`config.mk`:
```
export PLATFORM = sky130hd
export DESIGN_NAME = gearbox_unpack_flat
export DESIGN_NICKNAME = d
export VERILOG_FILES = /design/src/rtl/gearbox_unpack_if.sv /design/src/rtl/gearbox_unpack.sv /design/src/flat_wrapper.sv
export SDC_FILE = /design/constraint.sdc
export NUM_CORES = 1
export LEC_CHECK = 0
export CAP_MARGIN = 0
export CORE_UTILIZATION = 25
export CTS_BUF_LIST = sky130_fd_sc_hd__clkbuf_8
export DETAILED_ROUTE_END_ITERATION = 16
export GPL_ROUTABILITY_DRIVEN = 0
export SLEW_MARGIN = 20
export SYNTH_ARGS = -nofsm -noshare
export SYNTH_HDL_FRONTEND = slang
export SYNTH_SLANG_ARGS = --single-unit
```
`constraint.sdc`:
```
create_clock -name clk -period 5.6 [get_ports clk]
set_clock_uncertainty 0.05 [all_clocks]
set_input_delay 1.12 -clock clk [delete_from_list [all_inputs] [get_ports clk]]
set_output_delay 1.12 -clock clk [all_outputs]
set_load 0.005 [all_outputs]
```
`src/rtl/gearbox_unpack_if.sv`:
```
// Handshake bundle for gearbox_unpack: wide-word input stream and narrow-symbol output stream.
// Signal names are from the unpacker's point of view (slave = the unpacker itself).
interface gearbox_unpack_if #(
   parameter int IN_WIDTH  = 32,
   parameter int OUT_WIDTH = 7
);
   localparam int NB_W = $clog2(IN_WIDTH + 1);

   logic                 valid_in;
   logic                 ready_out;
   logic [IN_WIDTH-1:0]  data_in;
   logic                 sop_in;
   logic                 eop_in;
   logic [NB_W-1:0]      nbits_in;
   logic                 valid_out;
   logic                 ready_in;
   logic [OUT_WIDTH-1:0] data_out;
   logic                 sop_out;
   logic                 eop_out;
   logic                 drop_err;

   modport slave (
      input  valid_in, data_in, sop_in, eop_in, nbits_in, ready_in,
      output ready_out, valid_out, data_out, sop_out, eop_out, drop_err
   );

   modport master (
      output valid_in, data_in, sop_in, eop_in, nbits_in, ready_in,
      input  ready_out, valid_out, data_out, sop_out, eop_out, drop_err
   );
endinterface

```
`src/rtl/gearbox_unpack.sv`:
```
// Width-reducing gearbox: splits IN_WIDTH-bit words (LSB first) into OUT_WIDTH-bit symbols,
// tracking packet boundaries and optionally zero-padding the trailing partial symbol.
module gearbox_unpack #(
   parameter int IN_WIDTH  = 32,
   parameter int OUT_WIDTH = 7,
   parameter int PAD_LAST  = 1
) (
   input logic             clk,
   input logic             rst_n,
   gearbox_unpack_if.slave bus
);
   localparam int BUF_W  = IN_WIDTH + OUT_WIDTH - 1;
   localparam int NB_W   = $clog2(IN_WIDTH + 1);
   localparam int FILL_W = $clog2(BUF_W + 1);
   localparam logic [FILL_W-1:0] OUT_F = FILL_W'(OUT_WIDTH);
   localparam logic [FILL_W-1:0] IN_F  = FILL_W'(IN_WIDTH);
   localparam logic [NB_W-1:0]   IN_NB = NB_W'(IN_WIDTH);

   typedef enum logic {S_FILL, S_FLUSH} state_t;

   state_t             state;
   logic [BUF_W-1:0]   bit_buf;
   logic [FILL_W-1:0]  fill;
   logic               sop_pend;
   logic               pkt_emit;
   logic               drop_err_r;

   logic               is_flush;
   logic               has_sym;
   logic               has_part;
   logic               last_sym;
   logic               valid_o;
   logic               ready_o;
   logic               in_fire;
   logic               out_fire;
   logic [BUF_W-1:0]   pop_buf;
   logic [FILL_W-1:0]  pop_fill;
   logic [FILL_W-1:0]  add_fill;
   logic [BUF_W-1:0]   app_buf;

   // Number of valid bits carried by the incoming word; out-of-range counts act as a full word.
   function automatic logic [FILL_W-1:0] word_bits(input logic eop, input logic [NB_W-1:0] nb);
      if (eop && (nb != '0) && (nb <= IN_NB))
         return FILL_W'(nb);
      return IN_F;
   endfunction

   function automatic logic [IN_WIDTH-1:0] keep_low(input logic [IN_WIDTH-1:0] d,
                                                    input logic [FILL_W-1:0]   n);
      logic [IN_WIDTH-1:0] m;
      for (int i = 0; i < IN_WIDTH; i++)
         m[i] = (i < int'(n));
      return d & m;
   endfunction

   always_comb begin
      is_flush = (state == S_FLUSH);
      has_sym  = (fill >= OUT_F);
      has_part = (fill != '0) && !has_sym;
      if (PAD_LAST != 0)
         last_sym = has_part || (fill == OUT_F);
      else
         last_sym = has_sym && ((fill - OUT_F) < OUT_F);
      if (is_flush)
         valid_o = has_sym || ((PAD_LAST != 0) && has_part);
      else
         valid_o = has_sym;
      // ready_in feeds ready_out directly: a same-cycle pop frees room for the next word.
      ready_o = rst_n && !is_flush &&
                ((fill < OUT_F) || (((fill - OUT_F) < OUT_F) && bus.ready_in));
   end

   assign in_fire  = bus.valid_in && ready_o;
   assign out_fire = valid_o && bus.ready_in;

   // The buffer is always zero above fill, so appending is a plain OR at the new fill point.
   always_comb begin
      pop_buf  = out_fire ? (bit_buf >> OUT_WIDTH) : bit_buf;
      pop_fill = out_fire ? (fill - OUT_F) : fill;
      add_fill = word_bits(bus.eop_in, bus.nbits_in);
      app_buf  = pop_buf | (BUF_W'(keep_low(bus.data_in, add_fill)) << pop_fill);
   end

   assign bus.ready_out = ready_o;
   assign bus.valid_out = valid_o;
   assign bus.data_out  = bit_buf[OUT_WIDTH-1:0];
   assign bus.sop_out   = valid_o && sop_pend;
   assign bus.eop_out   = valid_o && is_flush && last_sym;
   assign bus.drop_err  = drop_err_r;

   always_ff @(posedge clk or negedge rst_n) begin
      if (!rst_n) begin
         state      <= S_FILL;
         bit_buf    <= '0;
         fill       <= '0;
         sop_pend   <= 1'b0;
         pkt_emit   <= 1'b0;
         drop_err_r <= 1'b0;
      end else begin
         drop_err_r <= 1'b0;
         if (state == S_FLUSH) begin
            // Leaving FLUSH clears the buffer so the next packet never shares bits with this one.
            if (!valid_o || (out_fire && last_sym)) begin
               state      <= S_FILL;
               fill       <= '0;
               bit_buf    <= '0;
               sop_pend   <= 1'b0;
               pkt_emit   <= 1'b0;
               drop_err_r <= !valid_o && !pkt_emit;
            end else if (out_fire) begin
               bit_buf  <= pop_buf;
               fill     <= pop_fill;
               sop_pend <= 1'b0;
               pkt_emit <= 1'b1;
            end
         end else begin
            if (in_fire) begin
               bit_buf <= app_buf;
               fill    <= pop_fill + add_fill;
               if (bus.eop_in)
                  state <= S_FLUSH;
            end else if (out_fire) begin
               bit_buf <= pop_buf;
               fill    <= pop_fill;
            end
            if (out_fire) begin
               sop_pend <= 1'b0;
               pkt_emit <= 1'b1;
            end
            if (in_fire && bus.sop_in)
               sop_pend <= 1'b1;
         end
      end
   end
endmodule

```
`src/flat_wrapper.sv`:
```
// flat-port wrapper written by rule: the top's interface ports become plain ports
module gearbox_unpack_flat 
#(
   parameter int IN_WIDTH  = 32,
   parameter int OUT_WIDTH = 7,
   parameter int PAD_LAST  = 1
)
  (clk, rst_n, bus_valid_in, bus_data_in, bus_sop_in, bus_eop_in, bus_nbits_in, bus_ready_in, bus_ready_out, bus_valid_out, bus_data_out, bus_sop_out, bus_eop_out, bus_drop_err);
  gearbox_unpack_if #(.IN_WIDTH(IN_WIDTH), .OUT_WIDTH(OUT_WIDTH)) bus_i ();
  input logic clk;
  input logic rst_n;
  input wire logic [$bits(bus_i.valid_in)-1:0] bus_valid_in;
  input wire logic [$bits(bus_i.data_in)-1:0] bus_data_in;
  input wire logic [$bits(bus_i.sop_in)-1:0] bus_sop_in;
  input wire logic [$bits(bus_i.eop_in)-1:0] bus_eop_in;
  input wire logic [$bits(bus_i.nbits_in)-1:0] bus_nbits_in;
  input wire logic [$bits(bus_i.ready_in)-1:0] bus_ready_in;
  output wire logic [$bits(bus_i.ready_out)-1:0] bus_ready_out;
  output wire logic [$bits(bus_i.valid_out)-1:0] bus_valid_out;
  output wire logic [$bits(bus_i.data_out)-1:0] bus_data_out;
  output wire logic [$bits(bus_i.sop_out)-1:0] bus_sop_out;
  output wire logic [$bits(bus_i.eop_out)-1:0] bus_eop_out;
  output wire logic [$bits(bus_i.drop_err)-1:0] bus_drop_err;
  assign bus_i.valid_in = bus_valid_in;
  assign bus_i.data_in = bus_data_in;
  assign bus_i.sop_in = bus_sop_in;
  assign bus_i.eop_in = bus_eop_in;
  assign bus_i.nbits_in = bus_nbits_in;
  assign bus_i.ready_in = bus_ready_in;
  assign bus_ready_out = bus_i.ready_out;
  assign bus_valid_out = bus_i.valid_out;
  assign bus_data_out = bus_i.data_out;
  assign bus_sop_out = bus_i.sop_out;
  assign bus_eop_out = bus_i.eop_out;
  assign bus_drop_err = bus_i.drop_err;
  gearbox_unpack #(.IN_WIDTH(IN_WIDTH), .OUT_WIDTH(OUT_WIDTH), .PAD_LAST(PAD_LAST)) u_core (.clk(clk), .rst_n(rst_n), .bus(bus_i));
endmodule
```
# Word-level counts from Yosys, hierarchy flattened
# Index checks and enable logic that the tools add are counted.
[totals]
reg_bits = 48
word_cells = 99
out_inout_bits = 12
[op_classes]
n_shift = 1
addsub = 2
eq_ne = 1
n_mux = 27
reduce_logical = 24
magnitude_cmp = 36
bitwise_logic = 2
[ops]
columns = ["op", "count"]
rows = [
  ["38-bit two-way mux", 5],
  ["5-bit by 6-bit < comparator with 1-bit output (first input constant)", 16],
  ["4-bit by 6-bit < comparator with 1-bit output (first input constant)", 8],
  ["6-bit two-way mux", 7],
  ["38-bit OR", 1],
  ["32-bit by 6-bit << shifter with 38-bit output", 1],
  ["32-bit bitwise AND", 1],
  ["3-bit by 6-bit < comparator with 1-bit output (first input constant)", 4],
  ["1-bit two-way mux", 15],
  ["1-bit logical AND", 14],
  ["1-bit by 6-bit < comparator with 1-bit output (first input constant)", 2],
  ["2-bit by 6-bit < comparator with 1-bit output (first input constant)", 2],
  ["6-bit by 3-bit < comparator with 1-bit output (second input constant)", 2],
  ["6-bit nonzero test", 2],
  ["6-bit adder", 1],
  ["6-bit by 3-bit equality test with 1-bit output (second input constant)", 1],
  ["6-bit by 3-bit greater-or-equal comparator with 1-bit output (second input constant)", 1],
  ["6-bit less-or-equal comparator (second input constant)", 1],
  ["6-bit by 3-bit subtractor with 6-bit output (second input constant)", 1],
  ["1-bit zero test", 4],
  ["1-bit logical OR", 4],
]

# Logic depth before layout (Yosys ltp)
[depth]
depth_word = 11
mapped_depth = 17
mapped_depth_nobuf = 13

# Least setup slack after synthesis
# Ideal clock, no wire load.
[synth_path]
path_kind = "input to register"
from = "input bus_ready_in"
to = "register u_core.fill[5]"
cell_stages = 15
path_slack_ns = 1.828
arrival_time_ns = 3.584
required_ns = 5.412
cell_sequence = "buf_2 -> nand2_1 -> o211ai_2 -> mux2i_1 -> inv_2 -> buf_2 -> buf_2 -> buf_2 -> ha_1 -> a21o_1 -> a21oi_1 -> o21bai_1 -> a21oi_1 -> xor2_1 -> o22ai_1"
[synth_via]
elab_chain_cells = 6
elab_cells_between_ends = 13
[synth_lines]
columns = ["element", "line_no", "text"]
rows = [
  ["start, declared", "flat_wrapper.sv:17", "input wire logic [$bits(bus_i.ready_in)-1:0] bus_ready_in;"],
  ["parallel branches: the longest is 5 deep, another holds 6-bit adder", "n/a", ""],
  ["6-bit two-way mux *", "gearbox_unpack.sv:101", "if (state == S_FLUSH) begin"],
  ["end signal, assigned", "gearbox_unpack.sv:112", "fill <= pop_fill;"],
  ["end signal, assigned", "gearbox_unpack.sv:119", "fill <= pop_fill + add_fill;"],
  ["end signal, assigned", "gearbox_unpack.sv:124", "fill <= pop_fill;"],
  ["end, declared", "gearbox_unpack.sv:23", "logic [FILL_W-1:0] fill;"],
]
# Every way passes the cells marked *.

# Final worst setup path
[layout_path]
from = "input bus_ready_in"
to = "register u_core.bit_buf[6]"
[layout_via]
elab_chain_cells = 6
elab_cells_between_ends = 15
[layout_lines]
columns = ["element", "line_no", "text"]
rows = [
  ["1-bit logical AND, on equally long branches", "gearbox_unpack.sv:74, gearbox_unpack.sv:70", ""],
  ["6-bit two-way mux / 1-bit logical OR (equally long branches)", "gearbox_unpack.sv:79, gearbox_unpack.sv:70", ""],
  ["32-bit by 6-bit << shifter with 38-bit output / 1-bit logical AND (equally long branches)", "gearbox_unpack.sv:81, gearbox_unpack.sv:69", ""],
  ["38-bit OR / 1-bit logical AND (equally long branches)", "gearbox_unpack.sv:81, gearbox_unpack.sv:73", ""],
  ["38-bit two-way mux", "gearbox_unpack.sv:117", "if (in_fire) begin"],
  ["38-bit two-way mux *", "gearbox_unpack.sv:101", ""],
  ["end signal, assigned", "gearbox_unpack.sv:111", "bit_buf <= pop_buf;"],
  ["end signal, assigned", "gearbox_unpack.sv:118", "bit_buf <= app_buf;"],
  ["end signal, assigned", "gearbox_unpack.sv:123", "bit_buf <= pop_buf;"],
  ["end, declared", "gearbox_unpack.sv:22", "logic [BUF_W-1:0] bit_buf;"],
]
# Every way passes the cells marked *; elsewhere a longest branch is shown, timed or not.

==> results.yml <==
yosys:
  synth_cells: 543
  synth.most_common_cell: "mux2i_1"
  synth-seq-cells: 48
  synthTopCellsByArea: "dfrtp_1 26%, mux2i_1 14%, o22ai_1 4.0%"
  yosysUniqueCellTypes: 79
  async_flop_share_pct: 100.0
  avgSynthCellArea_sq_um: 8.553
  synthFlopType: "dfrtp_1"
  synth_compound_area_share_pct: 26.24
  synth_fp_nets: 596
  synth_top_area_share_pct: 25.86
  synth-edff-count: 0
  yosysTopAreaCell: "dfrtp_1"
  yosysWarnings: 0
  synth_common_cells: "64 x mux2i_1, 48 x dfrtp_1, 48 x nand2_1"
  synthMuxAreaShare_pct: 21.39
  syn_area_sq_um: 4644
  synth_top_family_by_area: "compound AO/OA/AOI/OAI gates"
  synth-simple-area-share_pct: 15.44
  synth-seq-area-share_pct: 25.86
  synthAdderAreaFrac_pct: 2.586
  synth-xor-area-share_pct: 1.509
setup_path:
  r2r-start: "u_core.fill[0]"
  critical-path-top-delay-family: "buffers and inverters"
  r2r_slack_ns: 1.69
  critPathRequiredTime_ns: 5.78
  reg2reg_to: "u_core.fill[5]"
  cp_slowest_stage_delay_ns: 0.67
  cpMaxStageDelayCell: "clkdlybuf4s50_1"
  worstPathArrival_ns: 4.47
  path_class: "input port to register"
  start_kind: "input port"
  worstSetupEndpointType: "register"
  ff2ff_path_depth: 12
  worstPathCellList: "clkdlybuf4s50_1, nand2_1, o211ai_2, mux2i_2, inv_2, buf_4, mux2_1, mux2_2, mux2_2, o22ai_1"
  worst-path-buf-inv: 3
  crit_fanout: 22
  crit_path_frequent_cell: "mux2_2"
timing:
  fin_crit_sh_pct: 76.71
  tightest_slew_ns: 1.053
  fmax_ghz: 0.2328
  hold_viol_final: 0
  fin_tns_setup_ns: 0
  setup_viol: 0
  drv_slew: 0
  slew_headroom_pct: 29.71
  rsz0062_at_grt: "no"
  holdWs_ns: 0.4019
  fin_crit_ns: 4.296
clock_network:
  cts_tree: "yes"
  postCtsSetupBuffers: 0
  clk_pin_slew_ns: 0.09
  cts_resized: 0
  cts_made_buffers: 5
  cts-root-buf: "clkbuf_8"
  ctsHtreeMaxLevel: 2
  clock_path_buffers: 2
  numClockSinks: 48
  cts_hold_buf: 0
  worstSkewPairLatency_ns: 0.32
cells_and_area:
  fillers: 1884
  final_layout_size_suffix_gt1_share_pct: 10.62
  diodes: 0
  area_growth_pct: 16.49
  fin_nets: 617
  final_cells: 794
min_path:
  hold_path_depth: 1
  min_from: "u_core.pkt_emit"
  worstHoldEndpoint: "u_core.bus.drop_err"
  min_path_type: "register to register"
drt:
  wirelength_microns: 14640
  drtIter0Drc: 424
  drc: 2
  firstDrtPassIters: 11
  wl_per_cell_microns: 18.44
  drtAntennaViolNets: 0
  vias: 4397
  vias_per_cell: 5.538
flow_run:
  maxCapViolCount: 0
die:
  die_area_sq_um: 19130
  initial_core_util_pct: 25.68
  ios: 56
  die_h_microns: 138.3
  core-area_sq_um: 18090
  fp-row-count: 49
  fp.dieW_microns: 138.3
global_routing:
  grt_pass1_wl_microns: 23820
  grt.total_usage_pct: 15.59
  overflow: 0
  antenna_found_initial: 0
  grt_max_degree: 51
  grt_pass1_vias: 4185
power_and_ir_drop:
  ir_drop_mv: 0.2319
  p_leak_nw: 2.198
  p_per_area_nw_per_um2: 537.0
run_status:
  failed_checks: "design-rule violations"
  status: "complete, but fails checks"
placement:
  dp_cells: 786
  hpwl_microns: 11110
  portBuffers: 55
==> sequential cells by signal, indices dropped and copies added, names as in the netlist <==
| name | count |
|---|---|
| u_core.sop_pend | 1 |
| u_core.pkt_emit | 1 |
| u_core.fill | 6 |
| u_core.is_flush | 1 |
| u_core.bit_buf | 38 |
| u_core.bus.drop_err | 1 |
==> logic make-up after synthesis <==
group,Yosys count
fa+ha+maj,9
buf+inv,66
mux,93
xor+xnor,8
simple gates,146
flops,48
compound gates,173
==> cell type report <==
class | instances | area (sq um) | area share (%)
multi-input combinational | 429 | 3141 | 58.05
sequential | 48 | 1201 | 22.20
timing repair buffer | 67 | 635.6 | 11.75
tap | 229 | 286.5 | 5.296
clock buffer | 6 | 82.58 | 1.526
inverter | 13 | 48.80 | 0.9019
clock inverter | 2 | 15.01 | 0.2775
==> placed cells by master (no fill, tap or decap), types with 12 or more instances in the layout <==
| master | count |
|---|---|
| a21oi_1 | 25 |
| buf_4 | 12 |
| clkdlybuf4s50_1 | 54 |
| dfrtp_1 | 48 |
| mux2_2 | 16 |
| mux2i_1 | 63 |
| nand2_1 | 48 |
| nand3_1 | 14 |
| nor2_1 | 31 |
| nor3_1 | 13 |
| o21ai_0 | 29 |
| o22ai_1 | 30 |
==> worst reg2reg max path: stages, from the launching register on <==
cell      delay [ns]
dfrtp_1         0.46
inv_1           0.11
ha_1            0.19
nor2b_1         0.52
o211ai_2        0.39
a22oi_2         0.58
inv_1           0.44
ha_1            0.40
inv_1           0.10
o21bai_1        0.08
a21oi_1         0.19
xor2_1          0.16
o22ai_1         0.09
==> report_power, final <==
part | internal (W) | leakage (nW) | switching (W)
combinational | 0.000857 | 1.52 | 0.00124
sequential | 0.000460 | 0.637 | 0.000119
clock | 0.000100 | 0.0434 | 0.000128
==> metrics by stage <==
stage	cell area [sq um]	utilization, %	setup WS, ns	total power, W
floorplan	4644	-	1.828	0.002134
global placement	5313	29.37	1.082	0.002641
detailed placement	5313	29.37	1.030	0.002635
CTS	5410	29.91	1.335	0.002872
global route	5410	29.91	1.060	0.003118
finish	5410	29.91	1.304	0.002905
==> worst max path at each step <==
stage                     slack [ns]    startpoint           endpoint  cells past startpoint
after global routing            1.06  bus_ready_in  u_core.bit_buf[6]                     10
after floorplan                 1.83  bus_ready_in     u_core.fill[5]                     15
after global placement          1.08  bus_ready_in  u_core.bit_buf[6]                     10
after detailed placement        1.03  bus_ready_in  u_core.bit_buf[6]                     10
final                           1.30  bus_ready_in  u_core.bit_buf[6]                     10
after CTS                       1.34  bus_ready_in  u_core.bit_buf[6]                     10
==> metal layers <==
layer | share of wire [%] | vias up | track usage, %
li1 | - | 2078 | -
met1 | 48 | 2103 | 23.15
met2 | 44 | 198 | 23.03
met3 | 6.1 | 18 | 1.663
met4 | 2.1 | 0 | 5.736
met5 | 0 | - | 0
No activity file was read; power rests on OpenSTA's default activity.
==> RTL edit, RTL diff (same flow settings) <==
`PAD_LAST` is set to 1 in 2 places; all go to 0.
--- a/src/rtl/gearbox_unpack.sv
+++ b/src/rtl/gearbox_unpack.sv
@@ -4,5 +4,5 @@
    parameter int IN_WIDTH  = 32,
    parameter int OUT_WIDTH = 7,
-   parameter int PAD_LAST  = 1
+   parameter int PAD_LAST  = 0
 ) (
    input logic             clk,
--- a/src/flat_wrapper.sv
+++ b/src/flat_wrapper.sv
@@ -4,5 +4,5 @@
    parameter int IN_WIDTH  = 32,
    parameter int OUT_WIDTH = 7,
-   parameter int PAD_LAST  = 1
+   parameter int PAD_LAST  = 0
 )
   (clk, rst_n, bus_valid_in, bus_data_in, bus_sop_in, bus_eop_in, bus_nbits_in, bus_ready_in, bus_ready_out, bus_valid_out, bus_data_out, bus_sop_out, bus_eop_out, bus_drop_err);
Behaviour: not the same (a bounded check fails within 4 cycles, from zero or initial values and one cycle with rst_n low).
==> RTL edit against the original RTL <==
The flow still finishes with violations (design-rule violations). Combinational power down 5%. Power decreased by 4.3%. Area after synthesis shrank 1.2%. Sequential share of layout area is 0.35 points higher. Wire length increased by 0.35%. Core utilization down 0.27 points. Setup slack better by 0.042 ns. Critical path depth shrank 2. Sequential cell count is the same. Via count grew 5.2%. Largest cell class unchanged. Critical endpoint is now u_core.bit_buf[31]$_DFF_PN0_. Design area fell by 1.6%. First-iteration DRC count fell by 4.0%. Count of clock-buffer cells in the layout stayed put.
==> RTL edit: results (changes against the original RTL) <==
<table>
<tr><th>Metric</th><th>Value</th></tr>
<tr><th colspan="2">Outcome</th></tr>
<tr><td>Status</td><td>complete, but fails checks</td></tr>
<tr><td>Failing checks</td><td>design-rule violations</td></tr>
<tr><th colspan="2">Finish</th></tr>
<tr><td>Post-synthesis to final-layout area growth</td><td>16.1%</td></tr>
<tr><td>Layout cells sized above 1</td><td>0.0694 (-0.0368)</td></tr>
<tr><td>Inverter count</td><td>18 (+5)</td></tr>
<tr><td>Fill cell instance count of the final layout</td><td>1923 (+2.1%)</td></tr>
<tr><td>Clock-cell share</td><td>0.0169 (-0.00112)</td></tr>
<tr><td>Layout Nets</td><td>656 (+6.3%)</td></tr>
<tr><th colspan="2">Timing</th></tr>
<tr><td>Clock period minus worst slack</td><td>4.25 ns (-0.0424 ns)</td></tr>
<tr><th colspan="2">Critical path</th></tr>
<tr><td>Critical path's largest stage delay</td><td>0.81 ns (+0.14 ns)</td></tr>
<tr><td>Critical path's top delay family</td><td>compound AO/OA/AOI/OAI gates</td></tr>
<tr><th colspan="2">Placement</th></tr>
<tr><td>Total cell area at the placement stage</td><td>5230 um^2 (-1.6%)</td></tr>
<tr><td>Half-perimeter wire length after placement</td><td>11000 um (-1.3%)</td></tr>
<tr><th colspan="2">Global routing</th></tr>
<tr><td>Vias in the first global route</td><td>4215 (+0.72%)</td></tr>
<tr><td>Global-route wire length before repair</td><td>23600 um (-0.90%)</td></tr>
<tr><td>Routing usage on met2</td><td>0.226 (-0.00389)</td></tr>
<tr><td>Met1 GRT Util</td><td>0.246 (+0.0150)</td></tr>
<tr><td>Fraction of met3 tracks used by global routing</td><td>0.0221 (+0.00545)</td></tr>
<tr><th colspan="2">Logic synthesis</th></tr>
<tr><td>Number of nets in the synthesized netlist</td><td>637 (+6.9%)</td></tr>
<tr><td>Most common library cells after synthesis</td><td>nor2_1, nand2_1, dfrtp_1</td></tr>
<tr><td>Post-Synthesis Mean Instance Area</td><td>7.84 um^2 (-8.3%)</td></tr>
<tr><td>Most area-consuming cells after synthesis</td><td>dfrtp_1, mux2i_1, nor2_1, o21ai_0, nand2_1</td></tr>
<tr><td>Number of distinct library cell variants in the gate-level netlist after synthesis</td><td>76 (-3.8%)</td></tr>
<tr><td>Sequential area share after synthesis</td><td>0.262 (+0.00317)</td></tr>
<tr><th colspan="2">Route</th></tr>
<tr><td>Wire length on met2</td><td>6240 um (-3.0%)</td></tr>
<tr><td>Remaining DRCs</td><td>2 (unchanged)</td></tr>
<tr><td>Total number of vias</td><td>4627 (+5.2%)</td></tr>
<tr><th colspan="2">Power</th></tr>
<tr><td>Sequential share of power</td><td>0.208 (+0.009)</td></tr>
</table>
==> RTL edit: changes by cell type after synthesis, moves of 7 or more <==
cell,unedited run,this run
a211oi_1,4,13
mux2_1,10,0
mux2_2,16,5
mux2i_1,64,36
nor2_1,32,60
o21ai_0,29,42
o22ai_1,30,22
o31ai_1,6,15
o32ai_1,2,9
==> RTL edit: worst reg2reg max path, cell delays in order, from the launching register on <==
cell	delay, ns
dfrtp_1	0.43
ha_1	0.32
a2111oi_4	0.65
clkinv_1	0.41
a21oi_1	0.26
a21oi_2	0.04
buf_4	0.24
inv_2	0.51
fa_1	0.33
inv_1	0.05
a21o_1	0.17
a21oi_1	0.17
xor2_1	0.17
o21ai_0	0.10
==> RTL edit: logic make-up after synthesis <==
logic type / Yosys count / synth area share
compound gates: 210 / 0.324
xor+xnor: 6 / 0.0115
flops: 48 / 0.262
mux: 42 / 0.0938
simple gates: 199 / 0.211
buf+inv: 72 / 0.0753
fa+ha+maj: 8 / 0.0235
